`config.mk`:
```
export PLATFORM = sky130hd
export DESIGN_NAME = cpu_step_ctrl
export DESIGN_NICKNAME = d
export VERILOG_FILES = /design/src/rtl/cpu_step_ctrl.sv
export SDC_FILE = /design/constraint.sdc
export NUM_CORES = 1
export LEC_CHECK = 0
export CELL_PAD_IN_SITES_DETAIL_PLACEMENT = 0
export CELL_PAD_IN_SITES_GLOBAL_PLACEMENT = 1
export CORE_ASPECT_RATIO = 2
export CORE_MARGIN = 5
export CORE_UTILIZATION = 32
export DETAILED_ROUTE_END_ITERATION = 10
export PLACE_DENSITY = 0.81
export RECOVER_POWER = 100
export REMOVE_ABC_BUFFERS = 1
export SYNTH_ARGS = -nofsm -noshare
export SYNTH_HDL_FRONTEND = slang
export SYNTH_SLANG_ARGS = --single-unit
```
`constraint.sdc`:
```
create_clock -name clk_in -period 2.06 [get_ports clk_in]
set_clock_uncertainty 0.15 [all_clocks]
set_input_delay 0.412 -clock clk_in [delete_from_list [all_inputs] [get_ports clk_in]]
set_output_delay 0.412 -clock clk_in [all_outputs]
set_load 0.01 [all_outputs]
```
`src/rtl/cpu_step_ctrl.sv`:
```
// Run/pause/single-step clock-enable controller for a soft CPU.
// Also picks which CPU observation bus goes to an 8-digit display.
module cpu_step_ctrl #(
  parameter int DIV = 100000,
  parameter int DEB = 20,
  parameter int ROT = 50000000
) (
  input  logic        clk_in,
  input  logic        reset,
  input  logic        btn_run,
  input  logic        btn_step,
  input  logic [1:0]  res_choose,
  input  logic        auto_rot,
  input  logic [31:0] pc,
  input  logic [31:0] inst,
  input  logic [31:0] result,
  output logic        cpu_ce,
  output logic [31:0] seg_data,
  output logic [1:0]  src,
  output logic [31:0] cycle_cnt,
  output logic [1:0]  mode
);

  localparam int DIV_W = $clog2(DIV);
  localparam int DEB_W = $clog2(DEB + 1);
  localparam int ROT_W = $clog2(ROT + 1);
  localparam logic [DIV_W-1:0] DIV_LAST = DIV_W'(DIV - 1);
  localparam logic [DEB_W-1:0] DEB_LAST = DEB_W'(DEB - 1);
  localparam logic [ROT_W-1:0] ROT_LAST = ROT_W'(ROT - 1);

  typedef enum logic [1:0] {
    PAUSE = 2'd0,
    RUN   = 2'd1,
    STEP  = 2'd2
  } state_t;

  // Button conditioning; bit 0 = run, bit 1 = step.
  logic [1:0]       btn_raw;
  logic [1:0]       sync1;
  logic [1:0]       sync2;
  logic [1:0]       db_lvl;
  logic [1:0]       db_prev;
  logic [1:0]       press;
  logic [DEB_W-1:0] deb_cnt [2];

  assign btn_raw = {btn_step, btn_run};

  always_ff @(posedge clk_in) begin
    if (!reset) begin
      sync1   <= '0;
      sync2   <= '0;
      db_lvl  <= '0;
      db_prev <= '0;
      for (int i = 0; i < 2; i++) deb_cnt[i] <= '0;
    end else begin
      sync1   <= btn_raw;
      sync2   <= sync1;
      db_prev <= db_lvl;
      // The level only follows after DEB consecutive disagreeing samples.
      for (int i = 0; i < 2; i++) begin
        if (sync2[i] == db_lvl[i]) begin
          deb_cnt[i] <= '0;
        end else if (deb_cnt[i] == DEB_LAST) begin
          db_lvl[i]  <= sync2[i];
          deb_cnt[i] <= '0;
        end else begin
          deb_cnt[i] <= deb_cnt[i] + DEB_W'(1);
        end
      end
    end
  end

  assign press = db_lvl & ~db_prev & {2{reset}};

  // Control FSM
  state_t state;
  state_t state_nxt;

  always_ff @(posedge clk_in) begin
    if (!reset) state <= PAUSE;
    else        state <= state_nxt;
  end

  always_comb begin
    state_nxt = state;
    case (state)
      PAUSE: begin
        if (press[0])      state_nxt = RUN;
        else if (press[1]) state_nxt = STEP;
      end
      RUN: begin
        if (press[0]) state_nxt = PAUSE;
      end
      STEP:    state_nxt = PAUSE;
      default: state_nxt = PAUSE;
    endcase
  end

  assign mode = state;

  // Run-mode divider, held at zero outside RUN so entry always waits DIV cycles.
  logic [DIV_W-1:0] div_cnt;

  always_ff @(posedge clk_in) begin
    if (!reset || state != RUN) div_cnt <= '0;
    else if (div_cnt == DIV_LAST) div_cnt <= '0;
    else                          div_cnt <= div_cnt + DIV_W'(1);
  end

  assign cpu_ce = (state == STEP) || ((state == RUN) && (div_cnt == DIV_LAST));

  always_ff @(posedge clk_in) begin
    if (!reset)                          cycle_cnt <= '0;
    else if (cpu_ce && cycle_cnt != '1) cycle_cnt <= cycle_cnt + 32'd1;
  end

  // Display source rotation and selection
  logic [ROT_W-1:0] dwell;
  logic [1:0]       rot_idx;
  logic [1:0]       sel_src;
  logic [31:0]      sel_data;

  always_ff @(posedge clk_in) begin
    if (!reset || !auto_rot) begin
      dwell   <= '0;
      rot_idx <= '0;
    end else if (dwell == ROT_LAST) begin
      dwell   <= '0;
      rot_idx <= (rot_idx == 2'd2) ? 2'd0 : rot_idx + 2'd1;
    end else begin
      dwell <= dwell + ROT_W'(1);
    end
  end

  always_comb begin
    sel_src = 2'd0;
    if (auto_rot)           sel_src = rot_idx;
    else if (res_choose[1]) sel_src = 2'd2;
    else if (res_choose[0]) sel_src = 2'd1;
    sel_data = result;
    case (sel_src)
      2'd1:    sel_data = pc;
      2'd2:    sel_data = inst;
      default: sel_data = result;
    endcase
  end

  always_ff @(posedge clk_in) begin
    if (!reset) begin
      src      <= '0;
      seg_data <= '0;
    end else begin
      src      <= sel_src;
      seg_data <= sel_data;
    end
  end

endmodule

```
==> reports/qor.log, run 1 <==
qor: finish.drive_above_1_share 21.7%
qor: clock_tree.cts_h_tree_depth 4
qor: power.internal_power 4680 µW
qor: clock_tree.cts_bufs_inserted 17
qor: setup_path.critPathKind reg -> out
qor: grt.global_route.overflow_total 0
qor: floorplanning.dieWidth 107 µm
qor: setup_path.worst-path-buf-inv 2
qor: routing.wl_per_cell 15.9 µm
qor: synth.register_bit_total_from_synthesis 131
qor: min_path.hold_path.class reg -> reg
qor: power.switching_share 23.2%
qor: finish.ff_latch_area 2740 µm²
qor: setup_path.cp-startpoint div_cnt[0]
qor: clock_tree.clock_sink_count 131
qor: synth.synth_fa_ha_area_share 1.45%
qor: routing.via_count 6,184
qor: sta.maxSlewViolCount 0
qor: flow_run.maxCapViolations 0
qor: sta.layout_min_cycle_time 2.29 ns
qor: synth.synth_sequential_area_ratio 45.1%
qor: sta.max_fclk 0.438 GHz
qor: power.powerDensity 615 nW/µm²
qor: floorplanning.core-area 18,700 µm²
qor: routing.drt-initial-drc-count 153
qor: place.place.port_buffers 171
qor: sta.slew_headroom 51.6%
qor: routing.first_pass_iters 6
qor: setup_path.crit_fanout 3
qor: power.power_frac_seq 43.4%
qor: setup_path.rrSetupSlack -0.19 ns
qor: synth.synth_area_per_cell 8.67 µm²
qor: finish.multi_input_comb_area 3580 µm²
qor: clock_tree.clock-root-buffer clkbuf_16
qor: synth.synth_top_cells_by_area dfxtp_1 40%, nor2_1 8.1%, edfxtp_1 5.0%
qor: grt.via_count_of_the_first_global_routing_pass 6,127
qor: power.share_comb_of_total_power 9.5%
qor: power.clock_power_share 47.1%
qor: finish.synthToLayoutAreaGrowth 64.2%
qor: setup_path.crit-reg2reg-launch div_cnt[0]
qor: sta.finalSetupViolations 27
qor: synth.yosys.area_share.simple 28.5%
qor: floorplanning.die_area 21,900 µm²
qor: clock_tree.cts_buffer_depth 2
qor: setup_path.reg2regPathDepth 8
qor: setup_path.worst_setup_path_end_kind output port
qor: sta.grt_setup_unrepaired yes
qor: finish.diodes 0
qor: finish.fillers 1,754
qor: routing.route.antenna.remaining_nets 0
qor: setup_path.critPathLaunchType flop
qor: floorplanning.io-pin-count 172
qor: run_status.run_status finished with violations
qor: setup_path.crit_arrival 1.72 ns
qor: setup_path.cp_cell_sequence ha_4 -> and4_4 -> nand4_1 -> o21a_2 -> inv_2 -> buf_6
qor: clock_tree.worstSkewPairLatency 0.42 ns
qor: place.dpl_cell_area 8710 µm²
qor: place.place_congestion 0.828
qor: grt.initial_antenna_violation_count 0
qor: sta.fin_setup_tns -2.90 ns
qor: setup_path.slowest_stage dfxtp_2
qor: synth.synthXorXnorAreaFrac 6.96%
qor: floorplanning.initial_core_util 32.2%
qor: run_status.failed_checks negative setup slack
qor: setup_path.worst-endpoint-required 1.50 ns
qor: synth.synthesis.area 6040 µm²
qor: routing.drt-vias-per-instance 5.01
qor: grt.grt_pass1_wl 29.6 mm
qor: synth.yosys.area.top_type dfxtp_1
qor: sta.post-route-worst-setup-slack -0.226 ns
qor: setup_path.reg2reg_to cycle_cnt[14]
qor: synth.synth_top_family_by_area simple AND/OR/NAND/NOR gates
qor: sta.fin_crit_sh 111%
qor: power.ir_drop 0.527 mV
qor: grt.grt_max_degree 33
qor: routing.drt_drc_violations_left 0
qor: setup_path.critical_path.max_stage_delay 0.35 ns
qor: clock_tree.cts.reportedPaths.clkPinSlew 0.05 ns
qor: finish.postLayoutCellArea 9920 µm²
qor: setup_path.endpoint cpu_ce
qor: setup_path.cp.depth 6
qor: power.total_leakage_power 0.00368 µW
qor: grt.grt_use_total 17.1%
qor: finish.postLayoutCoreUtil 52.9%
qor: power.switching_power 1420 µW
qor: synth.synth_compound_gate_area_share 13.0%
qor: synth.ys_flop_type dfxtp_1
qor: floorplanning.height_of_the_die 204 µm
qor: sta.timing.final.hold_violations 0
qor: sta.tightestPinTransition 0.725 ns
qor: routing.totalWireLength 19.6 mm
qor: synth.post-synth-top-area-fraction 40.1%
qor: setup_path.critical_path.top_delay_family flip-flops
qor: synth.yosysUniqueCellTypes 51
qor: place.place_hpwl 14.1 mm
qor: finish.finish.net_count 1,076
qor: synth.synth.yosys.warnings 0
qor: synth.async_reset_ff_share 0%
qor: synth.synth_mux_area_share 1.82%
qor: clock_tree.tritoncts built
qor: synth.synth_edf_count 10
qor: floorplanning.row_count 71
qor: synth.synthesis.instances 697
-- synthesized netlist by cell type (15+ instances only) --
library cell  instances
nand2_1              36
or4_1                16
nor4_1               19
o31ai_1              15
a21oi_1              52
a22oi_1              32
clkbuf_1             29
dfxtp_1             121
xor2_1               28
xnor2_1              20
nand4_1              22
nand3_1              36
nor2_1              130
-- cell usage in the layout (no fill, tap or decap), types with 5 or more instances in the layout --
cell type        netlist  routed
nor2_1               130     130
clkdlybuf4s50_1        0     125
dfxtp_1              121     109
buf_4                  1      68
a21oi_1               52      43
nand2_1               36      36
nand3_1               36      36
dlygate4sd3_1          0      36
a22oi_1               32      32
xor2_1                28      28
nand4_1               22      22
xnor2_1               20      20
clkbuf_16              0      20
nand2b_1              14      14
dfxtp_2                0      12
clkbuf_2               0      12
nor4_1                19      10
and4_1                11      10
a21oi_2                1      10
mux2i_1               11      10
edfxtp_1              10      10
conb_1                 1      10
inv_1                  9       9
or4_4                  1       9
nor4_4                 1       9
buf_6                  0       9
or4_1                 16       8
o31ai_1               15       8
and2_1                 6       6
nor3_1                 9       6
clkdlybuf4s25_1        0       6
and3_1                 5       5
o31ai_2                0       5
clkbuf_1              29       5
buf_12                 0       5
-- worst min path at each step --
stage                     cells after the start      from       end  slack (ns)
after CTS                                     1  sync1[1]  sync2[1]        0.29
after floorplan                               1  sync1[0]  sync2[0]        0.26
after global routing                          1  sync1[0]  sync2[0]        0.31
final                                         1  sync1[0]  sync2[0]        0.29
after detailed placement                      1  sync1[1]  sync2[1]        0.27
after global placement                        1  sync1[1]  sync2[1]        0.27
-- power by group through the flow --
stage | combinational (µW) | clock [µW] | sequential (µW)
final | 581 | 2870 | 2640
after floorplan | 164 | 0 | 2720
after detailed placement | 607 | 0 | 2700
after global routing | 630 | 3060 | 2650
after global placement | 604 | 0 | 2700
after CTS | 614 | 2950 | 2650
-- per-stage QoR --
step                std cells  total power [µW]  hold WS [ns]  setup slack [ns]
global route             1234              6340         0.312            -0.273
detailed placement       1181              3310         0.274            -0.375
CTS                      1223              6210         0.291            -0.260
finish                   1234              6100         0.285            -0.226
global placement         1181              3310         0.267            -0.369
floorplan                 668              2890         0.262            -0.566
-- sequential cells by signal (all words and copies together) (netlist names), 10 cells and up --
signal / cells
dwell: 26
deb_cnt: 10
cycle_cnt: 32
div_cnt: 17
seg_data: 32
-- area by class of cell --
| type | count | area share, % |
|---|---|---|
| multi-input combinational | 527 | 36.0 |
| sequential | 131 | 27.6 |
| timing repair buffer | 279 | 27.1 |
| clock buffer | 20 | 4.60 |
| tap | 255 | 3.22 |
| clock inverter | 12 | 1.07 |
| inverter | 10 | 0.378 |
-- cell families (layout without fill, tap and decap cells) --
logic type,count (synthesis),after routing
AND/OR/NAND/NOR,330,330
flip-flops,131,131
AO/OA/AOI/OAI,121,121
XOR/XNOR,48,48
buffers and inverters,48,321
multiplexers,11,11
adder cells (fa/ha/maj),7,7
other,1,10
-- routing by layer --
layer | routed length (µm) | vias to the layer above | part of all wire [%] | track usage (%)
li1 | - | 3056 | - | -
met1 | 6510 | 2877 | 33 | 15.5
met2 | 10800 | 183 | 55 | 33.1
met3 | 1160 | 68 | 5.9 | 4.74
met4 | 1130 | 0 | 5.7 | 9.42
met5 | 0 | - | 0 | 0
-- what timing repair did --
item / in CTS / in global routing
setup buffers: 7 / 7
hold buffers: 0 / 0
setup endpoints to repair: 36 / 67
gates resized for setup: 55 / 62
gates cloned: 3 / 4
pin swaps: 28 / 33
No activity file was read; power rests on OpenSTA's default activity.
==> run 2, diff against run 1 <==
Settings changed: PLACE_DENSITY 0.81 to 0.85, REMOVE_ABC_BUFFERS 1 to unset.
==> run 2 against run 1 <==
- the flow still finishes with violations (negative setup slack)
- combinational power increased by 1%
- flip-flop and latch count did not move
- maximum frequency up 1.6%
- via count down 2.8%
- total power increased by 11%
- clock power up 22%
- critical path type unchanged
- largest power group unchanged
==> reports/qor.log, run 2 (synthesis results as in run 1) <==
qor: finish.postLayoutCellArea 9630 µm² [-2.9%]
qor: finish.finish.net_count 1,053 [-2.1%]
qor: finish.largest_registers cycle_cnt x32, seg_data x32, dwell x26
qor: sta.post-route-worst-setup-slack -0.190 ns [+0.0357 ns]
qor: power.total_power 6740 µW [+11%]
qor: floorplanning.dieWidth 107 µm [unchanged]
qor: floorplanning.row_count 71 [unchanged]
qor: place.place_congestion 0.866 [+4.6%]
qor: grt.via_count_of_the_first_global_routing_pass 5,774 [-5.8%]
qor: sta.finalSetupViolations 30 [+11%]
qor: clock_tree.clock_sink_count 131 [unchanged]
qor: routing.drt-initial-drc-count 200 [+31%]
qor: setup_path.reg2regPathDepth 7 [-1]
qor: sta.tightestPinTransition 0.846 ns [+0.121 ns]
qor: sta.fin_worst_hold_slack 0.259 ns [-0.0257 ns]
qor: power.ir_drop 0.500 mV [-5.0%]
qor: place.place.detailed.instances 1,169 [-1.0%]
qor: sta.grt_setup_unrepaired yes
qor: power.total_leakage_power 0.00355 µW [-3.6%]
qor: floorplanning.initial_core_util 32.2% [unchanged]
qor: finish.synthToLayoutAreaGrowth 59.4%
qor: sta.slew_headroom 43.6% [-8.1 points]
qor: place.place_hpwl 13.1 mm [-6.7%]
qor: setup_path.worst-endpoint-required 1.50 ns [about the same]
qor: finish.fin_cells 1,211 [-1.9%]
qor: routing.totalWireLength 18.2 mm [-7.3%]
qor: grt.initial_antenna_violation_count 0 [unchanged]
qor: run_status.failed_checks negative setup slack
qor: sta.timing.final.hold_violations 0 [unchanged]
qor: finish.diodes 0 [unchanged]
qor: setup_path.critPathKind reg -> out
qor: floorplanning.die_area 21,900 µm² [unchanged]
qor: setup_path.rrSetupSlack -0.16 ns [+0.03 ns]
qor: routing.via_count 6,009 [-2.8%]
qor: clock_tree.clock-root-buffer clkbuf_16
qor: clock_tree.worstSkewPairLatency 0.41 ns [about the same]
qor: routing.drt-vias-per-instance 4.96 [-0.98%]
qor: finish.layout_common_cells 132 x clkdlybuf4s50_1, 129 x nor2_1, 115 x dfxtp_1
qor: finish.fillers 1,710 [-2.5%]
qor: routing.route.antenna.remaining_nets 0 [unchanged]
qor: sta.fin_crit_sh 109% [-1.7 points]
qor: setup_path.crit_fanout 3 [unchanged]
qor: place.place.port_buffers 171 [unchanged]
qor: floorplanning.io-pin-count 172 [unchanged]
qor: sta.maxSlewViolCount 0 [unchanged]
qor: clock_tree.tritoncts built
qor: clock_tree.cts-hold-fix-buffers 0 [unchanged]
qor: routing.drt_drc_violations_left 0 [unchanged]
qor: sta.max_fclk 0.444 GHz [+1.6%]
qor: place.dpl_cell_area 8630 µm² [-0.88%]
qor: clock_tree.cts_h_tree_depth 4 [unchanged]
qor: clock_tree.cts_buffer_depth 2 [unchanged]
qor: routing.wl_per_cell 15.0 µm [-5.5%]
qor: min_path.whs_path_depth 3 [+2]
qor: clock_tree.cts_bufs_inserted 17 [unchanged]
qor: setup_path.critPathLaunchType flop
qor: finish.drive_above_1_share 16.7% [-4.9 points]
qor: floorplanning.height_of_the_die 204 µm [unchanged]
qor: min_path.hold_path.class in -> reg
qor: grt.grt_pass1_wl 28.2 mm [-4.5%]
qor: sta.layout_min_cycle_time 2.25 ns [-0.0357 ns]
qor: power.powerDensity 700 nW/µm² [+14%]
qor: finish.layout.cells.most_common clkdlybuf4s50_1
qor: run_status.run_status finished with violations
qor: routing.first_pass_iters 4 [-2]
qor: floorplanning.core-area 18,700 µm² [unchanged]
qor: grt.grt_use_total 16.2% [-0.97 points]
qor: setup_path.crit_arrival 1.69 ns [-0.03 ns]
qor: grt.global_route.overflow_total 0 [unchanged]
qor: setup_path.worst_setup_path_end_kind output port
qor: clock_tree.cts.reportedPaths.clkPinSlew 0.06 ns [about the same]
qor: place.placement.setup.worst_slack -0.395 ns [-0.0198 ns]
qor: flow_run.maxCapViolations 0 [unchanged]
qor: grt.grt_max_degree 58 [+76%]
-- run 2: cell types whose count changed in the layout (fill, tap and decap cells not counted), sizes merged, moves of 2 or more --
cell and change:
buf -7, bufinv +3, clkbuf -14, clkdlybuf4s25 -6, clkdlybuf4s50 +7, clkinv -3, inv -2
-- run 2: what timing repair did --
action | in CTS | in global routing
gates resized for setup | 29 | 29
pin swaps | 12 | 4
gates cloned | 0 | 3
setup buffers | 8 | 3
endpoints found under the setup margin | 34 | 83
-- run 2: worst max-delay path: stages, from the launching register on --
cell	delay, ns
dfxtp_2	0.35
ha_4	0.13
and4_4	0.22
nand4_1	0.13
o21a_2	0.27
inv_2	0.09
buf_6	0.11
-- run 2: through the flow --
stage | setup TNS [ns] | utilization [%]
final | -2.66 | 51.4
after global routing | -11.46 | 51.4
after CTS | -2.94 | 50.7
after detailed placement | -19.11 | 46.1
after global placement | -17.08 | 46.1
after floorplan | -0.114 | -
-- run 2: power breakdown --
part	switching (µW)	internal, µW	total, µW
clock network	1160	2350	3510
logic	245	344	589
registers	21.0	2620	2650
total	1420	5320	6740
-- run 2: cell type report --
cell class / count / area, µm² / area share (%)
multi-input combinational: 527 / 3360 / 34.9
tap: 255 / 319 / 3.31
timing repair buffer: 256 / 2480 / 25.7
inverter: 10 / 37.5 / 0.390
clock inverter: 9 / 160 / 1.66
sequential: 131 / 2730 / 28.3
clock buffer: 23 / 542 / 5.63
-- run 2: worst paths after layout --
kind	startpoint	endpoint
max	div_cnt[0]	cpu_ce
min	auto_rot	src[0]
max reg2reg	div_cnt[0]	cycle_cnt[28]
min reg2reg	sync1[0]	sync2[0]
-- run 2: routing by layer --
metal | up-vias | track usage [%] | part of all wire [%]
li1 | 3001 | - | -
met5 | - | 0 | 0
met4 | 0 | 6.26 | 2.4
met3 | 27 | 4.30 | 5.0
met1 | 2831 | 16.5 | 36
met2 | 150 | 30.5 | 57
